File: src/rtl/uart_b_rx_if.sv
// Byte handshake between the receiver and its consumer.
// rx_valid is a level; rx_ack clears it (and overrun).
interface uart_b_rx_if #(
  parameter int DATA_BITS = 8
);
  logic [DATA_BITS-1:0] rx_data;
  logic                 rx_valid;
  logic                 rx_ack;

  modport master (
    output rx_data,
    output rx_valid,
    input  rx_ack
  );

  modport slave (
    input  rx_data,
    input  rx_valid,
    output rx_ack
  );
endinterface

File: src/rtl/uart_b_rx.sv
// 8N1 serial receiver with 16x oversampling, framing-error pulse and sticky overrun.
// The received byte is handed out through a valid/ack interface.
module uart_b_rx #(
  parameter int DATA_BITS = 8,
  parameter int DIV_W     = 16
) (
  input  logic             clk,
  input  logic             rst_n,
  input  logic             rx_en_i,
  input  logic [DIV_W-1:0] baud_div_i,
  input  logic             rx_in_i,
  output logic             frame_err_o,
  output logic             overrun_o,
  output logic             busy_o,
  uart_b_rx_if.master      rx_if
);
  localparam int IDX_W = (DATA_BITS > 1) ? $clog2(DATA_BITS) : 1;

  typedef enum logic [1:0] {S_IDLE, S_START, S_DATA, S_STOP} state_e;

  state_e               state_q, state_d;
  logic                 sync1_q, rxs_q;
  logic [DIV_W-1:0]     div_q, div_d;
  logic [3:0]           os_q, os_d;
  logic [IDX_W-1:0]     idx_q, idx_d;
  logic [DATA_BITS-1:0] shift_q, shift_d;
  logic [DATA_BITS-1:0] data_q, data_d;
  logic                 valid_q, valid_d;
  logic                 ovr_q, ovr_d;
  logic                 ferr_q, ferr_d;
  logic                 tick;

  assign tick = (div_q == baud_div_i);

  always_ff @(posedge clk or negedge rst_n) begin
    if (!rst_n) begin
      sync1_q <= 1'b1;
      rxs_q   <= 1'b1;
      state_q <= S_IDLE;
      div_q   <= '0;
      os_q    <= '0;
      idx_q   <= '0;
      shift_q <= '0;
      data_q  <= '0;
      valid_q <= 1'b0;
      ovr_q   <= 1'b0;
      ferr_q  <= 1'b0;
    end else begin
      sync1_q <= rx_in_i;
      rxs_q   <= sync1_q;
      state_q <= state_d;
      div_q   <= div_d;
      os_q    <= os_d;
      idx_q   <= idx_d;
      shift_q <= shift_d;
      data_q  <= data_d;
      valid_q <= valid_d;
      ovr_q   <= ovr_d;
      ferr_q  <= ferr_d;
    end
  end

  always_comb begin
    state_d = state_q;
    div_d   = div_q;
    os_d    = os_q;
    idx_d   = idx_q;
    shift_d = shift_q;
    data_d  = data_q;
    valid_d = valid_q;
    ovr_d   = ovr_q;
    ferr_d  = 1'b0;

    if (rx_if.rx_ack) begin
      valid_d = 1'b0;
      ovr_d   = 1'b0;
    end

    if (!rx_en_i) begin
      state_d = S_IDLE;
      div_d   = '0;
      os_d    = '0;
    end else begin
      if (state_q != S_IDLE) begin
        div_d = tick ? '0 : div_q + 1'b1;
      end
      unique case (state_q)
        S_IDLE: begin
          // Counters held at zero so bit phase starts at the detected edge
          div_d = '0;
          os_d  = '0;
          if (!rxs_q) begin
            state_d = S_START;
          end
        end
        S_START: begin
          if (tick) begin
            if (os_q == 4'd7) begin
              os_d    = '0;
              idx_d   = '0;
              state_d = rxs_q ? S_IDLE : S_DATA;
            end else begin
              os_d = os_q + 1'b1;
            end
          end
        end
        S_DATA: begin
          if (tick) begin
            os_d = os_q + 1'b1;
            if (os_q == 4'd15) begin
              shift_d[idx_q] = rxs_q;
              idx_d          = idx_q + 1'b1;
              if (idx_q == IDX_W'(DATA_BITS - 1)) begin
                state_d = S_STOP;
              end
            end
          end
        end
        S_STOP: begin
          if (tick) begin
            os_d = os_q + 1'b1;
            if (os_q == 4'd15) begin
              state_d = S_IDLE;
              if (rxs_q) begin
                // An ack in the same cycle frees the slot for the new byte
                if (!valid_q || rx_if.rx_ack) begin
                  data_d  = shift_q;
                  valid_d = 1'b1;
                end else begin
                  ovr_d = 1'b1;
                end
              end else begin
                ferr_d = 1'b1;
              end
            end
          end
        end
        default: state_d = S_IDLE;
      endcase
    end
  end

  assign rx_if.rx_data  = data_q;
  assign rx_if.rx_valid = valid_q;
  assign frame_err_o    = ferr_q;
  assign overrun_o      = ovr_q;
  assign busy_o         = (state_q != S_IDLE);

endmodule

File: src/flat_wrapper.sv
// flat-port wrapper written by rule: the top's interface ports become plain ports
module uart_b_rx_flat 
#(
  parameter int DATA_BITS = 8,
  parameter int DIV_W     = 16
)
  (clk, rst_n, rx_en_i, baud_div_i, rx_in_i, frame_err_o, overrun_o, busy_o, rx_if_rx_data, rx_if_rx_valid, rx_if_rx_ack);
  uart_b_rx_if #(.DATA_BITS(DATA_BITS)) rx_if_i ();
  input  logic clk;
  input  logic rst_n;
  input  logic rx_en_i;
  input  logic [DIV_W-1:0] baud_div_i;
  input  logic rx_in_i;
  output logic frame_err_o;
  output logic overrun_o;
  output logic busy_o;
  output wire logic [$bits(rx_if_i.rx_data)-1:0] rx_if_rx_data;
  output wire logic [$bits(rx_if_i.rx_valid)-1:0] rx_if_rx_valid;
  input wire logic [$bits(rx_if_i.rx_ack)-1:0] rx_if_rx_ack;
  assign rx_if_rx_data = rx_if_i.rx_data;
  assign rx_if_rx_valid = rx_if_i.rx_valid;
  assign rx_if_i.rx_ack = rx_if_rx_ack;
  uart_b_rx #(.DATA_BITS(DATA_BITS), .DIV_W(DIV_W)) u_core (.clk(clk), .rst_n(rst_n), .rx_en_i(rx_en_i), .baud_div_i(baud_div_i), .rx_in_i(rx_in_i), .frame_err_o(frame_err_o), .overrun_o(overrun_o), .busy_o(busy_o), .rx_if(rx_if_i));
endmodule
File: config.mk
export PLATFORM = sky130hd
export DESIGN_NAME = uart_b_rx_flat
export DESIGN_NICKNAME = d
export VERILOG_FILES = /design/src/rtl/uart_b_rx_if.sv /design/src/rtl/uart_b_rx.sv /design/src/flat_wrapper.sv
export SDC_FILE = /design/constraint.sdc
export NUM_CORES = 1
export LEC_CHECK = 0
export ABC_AREA = 1
export CAP_MARGIN = 0
export CORE_ASPECT_RATIO = 1.4
export CORE_UTILIZATION = 50
export DETAILED_ROUTE_END_ITERATION = 10
export HOLD_SLACK_MARGIN = 0.12
export PLACE_DENSITY = 0.88
export SYNTH_ARGS = -nofsm -noshare
export SYNTH_HDL_FRONTEND = slang
export SYNTH_SLANG_ARGS = --single-unit
File: constraint.sdc
create_clock -name clk -period 1.9 [get_ports clk]
set_clock_uncertainty 0.15 [all_clocks]
set_input_delay 0.38 -clock clk [delete_from_list [all_inputs] [get_ports clk]]
set_output_delay 0.38 -clock clk [all_outputs]
set_load 0.01 [all_outputs]
Yosys cells after proc, flatten, opt, wreduce, memory -nomap -nowiden
Cells that the tools add are included.

Flip-flop bits (word level): 46. Input bits: 21. Output and inout port bits: 12. Logic and storage cells: 96.

Add/sub/neg operators: 3. $lt $le $gt $ge: 2. Equal/unequal tests: 21. Muxes and demuxes: 47. Reductions and logical operators: 12.

Operator list (count): 2-to-1 mux 16 bit (4); != test 3 x 2 -> 1 bit, second input constant (8); 2-to-1 mux 1 bit (20); 2-to-1 mux 2 bit (10); adder 16 x 1 -> 16 bit, second input constant (1); == test 16 bit (1); 2-to-1 mux 4 bit (4); 2-to-1 mux 3 bit (4); one-hot mux 4 bit (3 select lines) (1); AND reduction 6 bit (2); bitwise mux 8 bit (1); != test 2 x 1 -> 1 bit, second input constant (4); one-hot mux 2 bit (4 select lines) (1); AND reduction 8 bit (1); one-hot mux 3 bit (2 select lines) (1); adder 4 x 1 -> 4 bit, second input constant (1); == test 2 bit, second input constant (2); == test 4 x 3 -> 1 bit, second input constant (1); == test 4 bit, second input constant (1); < comparator 3 x 4 -> 1 bit, second input constant (1); AND reduction 4 bit (1); nonzero test 2 bit (2); adder 3 x 1 -> 3 bit, second input constant (1); demux 1 bit (select 3 bit) (1); 11 further kinds (11).

Logic depth before layout (Yosys ltp)
Gate-level depths: netlist of the first run.

Depth in word-level cells: 8. Gate-level depth with buffers: 12.

Worst setup path after synthesis of the first run
No wires, ideal clock.

Kind: register to register. From: reg u_core.os_q[0]. To: reg u_core.data_q[3], in the netlist u_core.rx_if.rx_data[3]. Setup time: 118 ps. Data arrival time: 1542 ps. Slack: 90 ps. Cell stages (with the launch flop): 10. Buffers on the path: 1. Cells stage by stage: dfrtp_1 ha_1 nand2_1 nor2_1 nand2_1 nor2_1 nand4_2 buf_4 nand2_1 o21ai_2.

Longest elaborated chain between the ends: 2.

RTL lines: start, declared (RTL line uart_b_rx.sv:24) `logic [3:0] os_q, os_d;`; start signal, assigned (RTL line uart_b_rx.sv:53) `os_q <= os_d;`; == test 4 bit (RTL line uart_b_rx.sv:122) `if (os_q == 4'd15) begin`; AND reduction 6 bit (no line); end signal, assigned (RTL line uart_b_rx.sv:56) `data_q <= data_d;`; end, declared (RTL line uart_b_rx.sv:27) `logic [DATA_BITS-1:0] data_q, data_d;`.

No other way between the ends. A chain may end at the register's enable or synchronous reset.

Worst setup path after layout of the first run
From: reg u_core.div_q[11]. To: reg u_core.shift_q[3].

Longest elaborated chain between the ends: 2.

RTL lines: start, declared (RTL line uart_b_rx.sv:23) `logic [DIV_W-1:0] div_q, div_d;`; start signal, assigned (RTL line uart_b_rx.sv:52) `div_q <= div_d;`; == test 16 bit (RTL line uart_b_rx.sv:33) `assign tick = (div_q == baud_div_i);`; AND reduction 4 bit (no line); end signal, assigned (RTL line uart_b_rx.sv:55) `shift_q <= shift_d;`; end, declared (RTL line uart_b_rx.sv:26) `logic [DATA_BITS-1:0] shift_q, shift_d;`.

No other way between the ends.

==> PnR_summary.wiki, run 1 <==
{| class="wikitable"
! Metric !! Value
|-
| Timing-limited maximum frequency || between 500 and 600 MHz
|-
| Worst skew pair latency || between 300 and 400 ps
|-
| Wire length of the first global-routing pass || between 10000 and 15000 um
|-
| Number of detailed-route iterations in the first pass || 4
|-
| Worst path slowest cell || sky130_fd_sc_hd__dfrtp_2
|-
| Count leader, synth || sky130_fd_sc_hd__nand2_1
|-
| Highest fanout seen on the critical path || 8
|-
| Top cells by count, synth || sky130_fd_sc_hd__nand2_1, sky130_fd_sc_hd__inv_1, sky130_fd_sc_hd__nor2_1
|-
| Arrival time at the worst endpoint || 2040 ps
|-
| Floorplan die height || ~89 um
|-
| Post-layout worst setup margin || -85.5 ps
|-
| Combinational power share || 33.0%
|-
| Total global-route track usage || about a quarter
|-
| Antenna violations before repair || 0
|-
| HPWL after DPL || approximately 4400 um
|-
| Asr flop ratio synth || 100%
|-
| Fraction of the cycle the final worst path needs || 104%
|-
| Sum of met2 wire segment lengths after detailed routing || between 3000 and 4000 um
|-
| Count of maximum capacitance violations || 0
|-
| Type of destination of the critical path || flop
|-
| Number of enable flip-flop cells after synthesis || 0
|-
| Sequential element share of the synthesized area || 42.4%
|-
| Number of slew-limit violations in the final report || 0
|-
| Residual antenna-violating net count after detailed routing || 0
|-
| Remaining global-route overflow || 0
|-
| Total CTS buffers || 5
|-
| DRT Wirelength || 7280 um
|-
| Vias/cell || roughly 5.2
|-
| Outcome || complete, but fails checks
|-
| Failing checks || negative setup slack
|-
| Clock network fraction of total power || between 20% and 30%
|-
| Clock tree from TritonCTS || built
|-
| Synth Register Bits || 46
|-
| Buffer depth of the longest clock path || 2
|-
| Wire length on met1 || roughly 2700 um
|-
| Number of nets in the synthesized netlist || between 400 and 500
|-
| Maximum number of pins on one net before global-route repair || 24
|-
| Startpoint kind of the worst setup timing path || flop
|-
| Final-stage net count || roughly 480
|-
| Worst hold path class || flop to flop
|-
| Cell at the root of the clock tree || sky130_fd_sc_hd__clkbuf_8
|-
| Critical path type || flop to flop
|-
| Horizontal extent of the die || approximately 64 um
|-
| DRC || 0
|-
| Uppermost routed layer || met4
|-
| Antenna cells || 0
|-
| Starting DRC count in detailed routing || 150
|-
| Setup slack after placement || -384 ps
|-
| Layout area overhead || 35.1%
|-
| Worst endpoint required time || roughly 2000 ps
|-
| Final setup TNS || -743 ps
|-
| CP dominant cell by count || sky130_fd_sc_hd__nand2_2
|-
| Average footprint of a synthesized cell || 7.26 um2
|-
| Commonest register cell after synthesis || sky130_fd_sc_hd__dfrtp_1
|-
| Shortest clock period the worst path allows after layout || a little under 2000 ps
|-
| Core ar. || 0.00520 mm2
|-
| Avg WL per Cell || 14.2 um
|-
| Via count of the first global-routing pass || between 2000 and 3000
|-
| Top cell type by total area after synthesis || sky130_fd_sc_hd__dfrtp_1
|-
| Cell Area, Synth || roughly 0.0027 mm2
|-
| Level count of the clock H-tree || 2
|-
| Number of setup violations in the final report || 17
|-
| Cells along the critical path || inv_2 > nand2_2 > nand2_2 > nor2_1 > nand2_1 > nor2_4 > buf_6 > nand3_4 > nor2_4 > buf_12 > nand2_4 > nand2_2 > nand2_2
|-
| Clock transition time at the flip-flop clock pins of the worst setup and hold paths || 90 ps
|-
| Share of layout cells above drive strength 1 || between 20% and 30%
|-
| Routability Congestion || ~0.9
|-
| Ranking of synthesized cells by area || sky130_fd_sc_hd__dfrtp_1, sky130_fd_sc_hd__nand2_1, sky130_fd_sc_hd__inv_1
|-
| Peak per-stage delay on the critical path || 430 ps
|-
| Number of hold-slack violations in the final timing report || 0
|-
| Area enclosed by the die boundary || around 0.0057 mm2
|-
| Routed wire length on met3 || roughly 270 um
|-
| Yosys cell types || 36
|-
| Leak Pwr || 0.00182 uW
|-
| Cells after synthesis || about 380
|-
| Max-Slew Margin vs Limit || around 73%
|-
| RSZ-0062 raised after global routing || yes
|-
| Net switching power of the design || around 950 uW
|-
| Internal power summed over all cells || ~1800 uW
|-
| Fraction of post-synthesis cell area in the top cell type by area || about two fifths
|-
| Share of total power in sequential cells || slightly below 40%
|-
| Least-Margin Pin Slew || 398 ps
|-
| # IOs || 33
|-
| YS warnings || 0
|-
| Max VDD drop || between 500 and 600 uV
|-
| Site Rows || 31
|-
| Total of buffers placed on input and output ports || 32
|-
| Total power divided by cell area || 748 mW/mm2
|-
| Via total after detailed routing || between 2000 and 3000
|-
| Initial core utilization || 52.4%
|-
| Clock sink count || 46
|-
| Number of fill cells in the layout || between 300 and 400
|-
| Switching Fraction || between 30% and 40%
|}
-- power by group through the flow --
| stage | registers [uW] | clock network (uW) | logic, uW |
|---|---|---|---|
| 2_1_floorplan | 1100 | 0 | 432 |
| 6_report | 1090 | 755 | 907 |
| 3_3_place_gp | 1100 | 0 | 711 |
| 5_1_grt | 1090 | 805 | 986 |
| 4_1_cts | 1090 | 750 | 748 |
| 3_5_place_dp | 1100 | 0 | 731 |
-- cells in the final DEF (no fill, tap or decap), types with 5 or more instances in the layout --
cell type / instances
sky130_fd_sc_hd__nor2_1: 44
sky130_fd_sc_hd__nor3_1: 6
sky130_fd_sc_hd__o21ai_2: 8
sky130_fd_sc_hd__nand3_1: 20
sky130_fd_sc_hd__nand2_1: 109
sky130_fd_sc_hd__dlygate4sd2_1: 16
sky130_fd_sc_hd__clkbuf_8: 5
sky130_fd_sc_hd__a21oi_1: 7
sky130_fd_sc_hd__nand2_2: 17
sky130_fd_sc_hd__buf_4: 28
sky130_fd_sc_hd__inv_2: 10
sky130_fd_sc_hd__clkdlybuf4s50_1: 14
sky130_fd_sc_hd__ha_1: 6
sky130_fd_sc_hd__inv_1: 51
sky130_fd_sc_hd__dfrtp_1: 40
-- routing by layer --
metal	vias up	track usage, %
met5	-	0
met4	0	14.9
met3	29	4.46
met2	80	47.7
met1	1262	25.1
li1	1307	-
-- through the flow --
step,utilization [%],hold WS (ps),cells,power (uW),cell area [um2]
floorplan,-,-65.6,375,1530,2720
global placement,63.2,172,490,1810,3290
detailed placement,63.2,172,490,1830,3290
CTS,68.2,210,507,2580,3540
global route,70.7,218,513,2880,3680
finish,70.7,210,513,2750,3680
-- critical path: cells and delay by family, from the launching register on --
family | cells | cell delay [ps]
flip-flops | 1 | 430
AND/OR/NAND/NOR | 10 | 930
buffers and inverters | 3 | 340
-- registers in the layout (all words and copies together) (netlist names) --
register	count
u_core.idx_q	3
u_core.rx_if.rx_data	8
u_core.frame_err_o	1
u_core.state_q	2
u_core.rxs_q	1
u_core.overrun_o	1
u_core.div_q	16
u_core.sync1_q	1
u_core.shift_q	8
u_core.rx_if.rx_valid	1
u_core.os_q	4
-- final timing paths --
check / startpoint / to / slack (ps) / cells past startpoint
max: u_core.div_q[11] / u_core.shift_q[3] / -90 / 13
min: u_core.sync1_q / u_core.rxs_q / 210 / 0
max reg2reg: u_core.div_q[11] / u_core.shift_q[3] / -90 / 13
min reg2reg: u_core.sync1_q / u_core.rxs_q / 210 / 0
max in group asynchronous: rst_n / u_core.rxs_q / 670 / 3
min in group asynchronous: rst_n / u_core.div_q[3] / 370 / 2
-- kinds of logic (layout without fill, tap and decap cells) --
family	count (synthesis)	count (layout)	share of synthesized area [%]
flops	46	46	42.4
fa+ha+maj	9	9	4.14
simple gates	219	219	34.8
buf+inv	65	137	9.47
mux	1	1	0.368
xor+xnor	5	5	1.61
compound gates	30	30	7.22
-- cell type report --
class	count	area, um2	share of cell area, %
clock inverters	3	43.8	1.19
repair buffers	68	657	17.9
inverters	61	229	6.23
clock buffers	5	68.8	1.87
well taps	66	82.6	2.25
flip-flops and latches	46	1160	31.5
multi-input cells	264	1440	39.1
-- timing repair --
action | 4_1_cts | 5_1_grt
buffers inserted | 6 | 6
hold endpoints to repair | 14 | 0
setup endpoints to repair | 37 | 40
hold buffers | 1 | 0
pin swaps | 15 | 9
gates cloned | 2 | 0
resized for setup | 28 | 39
Note: power is estimated with default switching activity, not from simulation.
==> run 2, diff against run 1 <==
ABC_AREA = not set   (was 1)
CORE_UTILIZATION = 49   (was 50)
CTS_CLUSTER_SIZE = 30   (was not set)
PLACE_DENSITY = 0.87   (was 0.88)
TNS_END_PERCENT = 1   (was not set)
==> PnR_summary.wiki, run 2 <==
{| class="wikitable"
! Metric !! Value
|-
| Final-stage net count || about 340
|-
| Most common library cell in the layout ignoring fill and taps || sky130_fd_sc_hd__dfrtp_1
|-
| Horizontal extent of the die || slightly above 60 um
|-
| Wire length of the first global-routing pass || 9470 um
|-
| Max-Slew Margin vs Limit || 73.1%
|-
| Fraction of post-synthesis cell area in the top cell type by area || a little under half
|-
| Peak per-stage delay on the critical path || around 400 ps
|-
| # IOs || 33
|-
| Area enclosed by the die boundary || 0.00525 mm2
|-
| Non-Filler Instances || ~380
|-
| Worst skew pair latency || just over 300 ps
|-
| Count of maximum capacitance violations || 0
|-
| Max FFs per register || 16
|-
| Placed Instances || around 370
|-
| Type of destination of the critical path || flop
|-
| Yosys cell types || 40
|-
| Total of buffers placed on input and output ports || 32
|-
| Highest fanout seen on the critical path || 6
|-
| Leak Pwr || 0.00163 uW
|-
| Number of hold-slack violations in the final timing report || 0
|-
| Outcome || complete, but fails checks
|-
| GR met2 Demand/Resource || between 40% and 50%
|-
| RSZ-0062 raised after global routing || yes
|-
| Core ar. || around 0.0048 mm2
|-
| Total global-route track usage || between 20% and 30%
|-
| Antenna violations before repair || 0
|-
| HPWL after DPL || roughly 4000 um
|-
| Number of slew-limit violations in the final report || 0
|-
| Combinational power share || between 20 and 25%
|-
| Top cells by count, synth || sky130_fd_sc_hd__dfrtp_1, sky130_fd_sc_hd__nor2_1, sky130_fd_sc_hd__xor2_1
|-
| Floorplan die height || ~85 um
|-
| Via total after detailed routing || just over 2000
|-
| Clock sink count || between 40 and 50
|-
| Met1 track utilization from global routing || between 20% and 30%
|-
| Reg with most FFs || u_core.div_q
|-
| Max VDD drop || roughly 440 uV
|-
| Worst hold path class || flop to flop
|-
| Startpoint kind of the worst setup timing path || flop
|-
| Post-layout worst setup margin || -426 ps
|-
| Count leader, synth || sky130_fd_sc_hd__dfrtp_1
|-
| Vias/cell || 5.38
|-
| Shortest clock period the worst path allows after layout || 2330 ps
|-
| Routability Congestion || about 0.85
|-
| Remaining global-route overflow || 0
|-
| Worst path slowest cell || sky130_fd_sc_hd__dfrtp_1
|-
| Net switching power of the design || a little under 600 uW
|-
| Antenna cells || 0
|-
| Cell at the root of the clock tree || sky130_fd_sc_hd__clkbuf_8
|-
| Least-Margin Pin Slew || 404 ps
|-
| Layer with the highest usage || met2
|-
| Number of nets in the synthesized netlist || between 200 and 300
|-
| Residual antenna-violating net count after detailed routing || 0
|-
| Cells after synthesis || 231
|-
| Worst endpoint required time || slightly below 2000 ps
|-
| DRC || 0
|-
| Initial core utilization || around half
|-
| Most frequent cells in the layout || sky130_fd_sc_hd__dfrtp_1, sky130_fd_sc_hd__buf_4, sky130_fd_sc_hd__xor2_1
|-
| Clock network fraction of total power || between 30% and 40%
|-
| Share of total power in sequential cells || between 40 and 50%
|-
| Cells along the critical path || xor2_1 > nor4_2 > nand4_2 > or2_4 > buf_12 > nor4_4 > mux2_4
|-
| Commonest register cell after synthesis || sky130_fd_sc_hd__dfrtp_1
|-
| Number of enable flip-flop cells after synthesis || 0
|-
| Share of layout cells above drive strength 1 || between 30% and 40%
|-
| Ranking of synthesized cells by area || sky130_fd_sc_hd__dfrtp_1, sky130_fd_sc_hd__xor2_1, sky130_fd_sc_hd__mux2_2
|-
| Total power divided by cell area || 598 mW/mm2
|-
| Top cell type by total area after synthesis || sky130_fd_sc_hd__dfrtp_1
|-
| Sequential element share of the synthesized area || a little under half
|-
| DRT Wirelength || between 5000 and 6000 um
|-
| Buffer depth of the longest clock path || 2
|-
| Via count of the first global-routing pass || approximately 2100
|-
| Internal power summed over all cells || 1460 uW
|-
| Clock tree from TritonCTS || built
|-
| Level count of the clock H-tree || 2
|-
| YS warnings || 0
|-
| Starting DRC count in detailed routing || about 90
|-
| Average footprint of a synthesized cell || 10.5 um2
|-
| Timing-limited maximum frequency || 430 MHz
|-
| Switching Fraction || between 20% and 30%
|-
| Total CTS buffers || 5
|-
| Asr flop ratio synth || 100%
|-
| Site Rows || 30
|-
| Met3 usage || roughly 5.0%
|-
| Arrival time at the worst endpoint || about 2400 ps
|-
| Avg WL per Cell || ~16 um
|-
| Fraction of the cycle the final worst path needs || 122%
|-
| Clock transition time at the flip-flop clock pins of the worst setup and hold paths || ~90 ps
|-
| Critical path type || flop to flop
|-
| Failing checks || negative setup slack
|-
| Cell Area, Synth || 0.00243 mm2
|-
| Number of setup violations in the final report || 28
|-
| Synth Register Bits || 46
|-
| Maximum number of pins on one net before global-route repair || 31
|-
| Setup slack after placement || -915 ps
|-
| Layout area overhead || 41.8%
|-
| Number of detailed-route iterations in the first pass || 4
|}
## run 2: path summary, 6_finish.rpt
path,endpoint,startpoint,slack (ps),cells past startpoint
min in group asynchronous,u_core.rx_if.rx_data[7],rst_n,370,2
max reg2reg,u_core.shift_q[5],u_core.div_q[2],-430,7
max,u_core.shift_q[5],u_core.div_q[2],-430,7
min,u_core.rxs_q,u_core.sync1_q,210,0
max in group asynchronous,u_core.div_q[13],rst_n,730,3
min reg2reg,u_core.rxs_q,u_core.sync1_q,210,0
## run 2: layout make-up
type | instances | area (um2)
clock inverters | 3 | 25.0
fillers | 338 | 1360
repair buffers | 79 | 706
well taps | 64 | 80.1
flip-flops and latches | 46 | 1150
inverters | 8 | 30.0
multi-input cells | 171 | 1390
clock buffers | 5 | 68.8
## run 2: logic make-up (layout without fill, tap and decap cells)
family	count (synthesis)	in the layout	synth area share [%]
AOI/OAI and AO/OA	22	22	5.92
muxes	19	19	8.69
DFF	46	46	47.4
and+or+nand+nor	91	91	20.0
buffers and inverters	14	95	2.52
adders and majority gates	9	9	4.63
xor gates and xnor gates	30	30	10.8
## run 2: worst max-delay path, delay by kind of cell, from the launching register on
kind,cells,cell delay [ps]
xor+xnor,1,170
buf+inv,1,160
simple gates,4,1000
flops,1,400
mux,1,330
## run 2: layer usage
metal | vias to the layer above | part of all wire (%) | wire length (um)
met3 | 13 | 3.6 | 210
met2 | 61 | 53 | 3090
met1 | 991 | 41 | 2420
met4 | 0 | 2.6 | 155
met5 | - | 0 | 0
li1 | 958 | - | -
## run 2: power by group through the flow
stage               Sequential [uW]  Combinational (uW)  Clock (uW)
global placement               1030                 378           0
CTS                            1010                 394         635
global route                   1020                 455         690
floorplan                      1030                 164           0
finish                         1010                 420         627
detailed placement             1030                 389           0
## run 2: repair_timing
action | CTS | global route
setup buffers | 2 | 0
endpoints found under the setup margin | 45 | 44
hold endpoints to repair | 14 | 0
resized for setup | 36 | 13
hold buffers | 1 | 0
pin swaps | 26 | 3
## run 2: stage by stage
stage | hold slack [ps] | total power (uW) | TNS (ps) | instance area [um2] | util (%)
after global routing | 222 | 2160 | -8280 | 3450 | 71.8
after CTS | 213 | 2040 | -6690 | 3400 | 70.8
after global placement | 178 | 1410 | -26290 | 3200 | 66.7
after floorplan | -65.6 | 1200 | -4780 | 2470 | -
final | 211 | 2060 | -6700 | 3450 | 71.8
after detailed placement | 181 | 1420 | -27560 | 3200 | 66.7
==> run 3, diff against run 2 <==
HOLD_SLACK_MARGIN = not set   (was 0.12)
==> results of run 3 <==
Same layout as run 2: the final DEF is identical, and so are final timing and power.
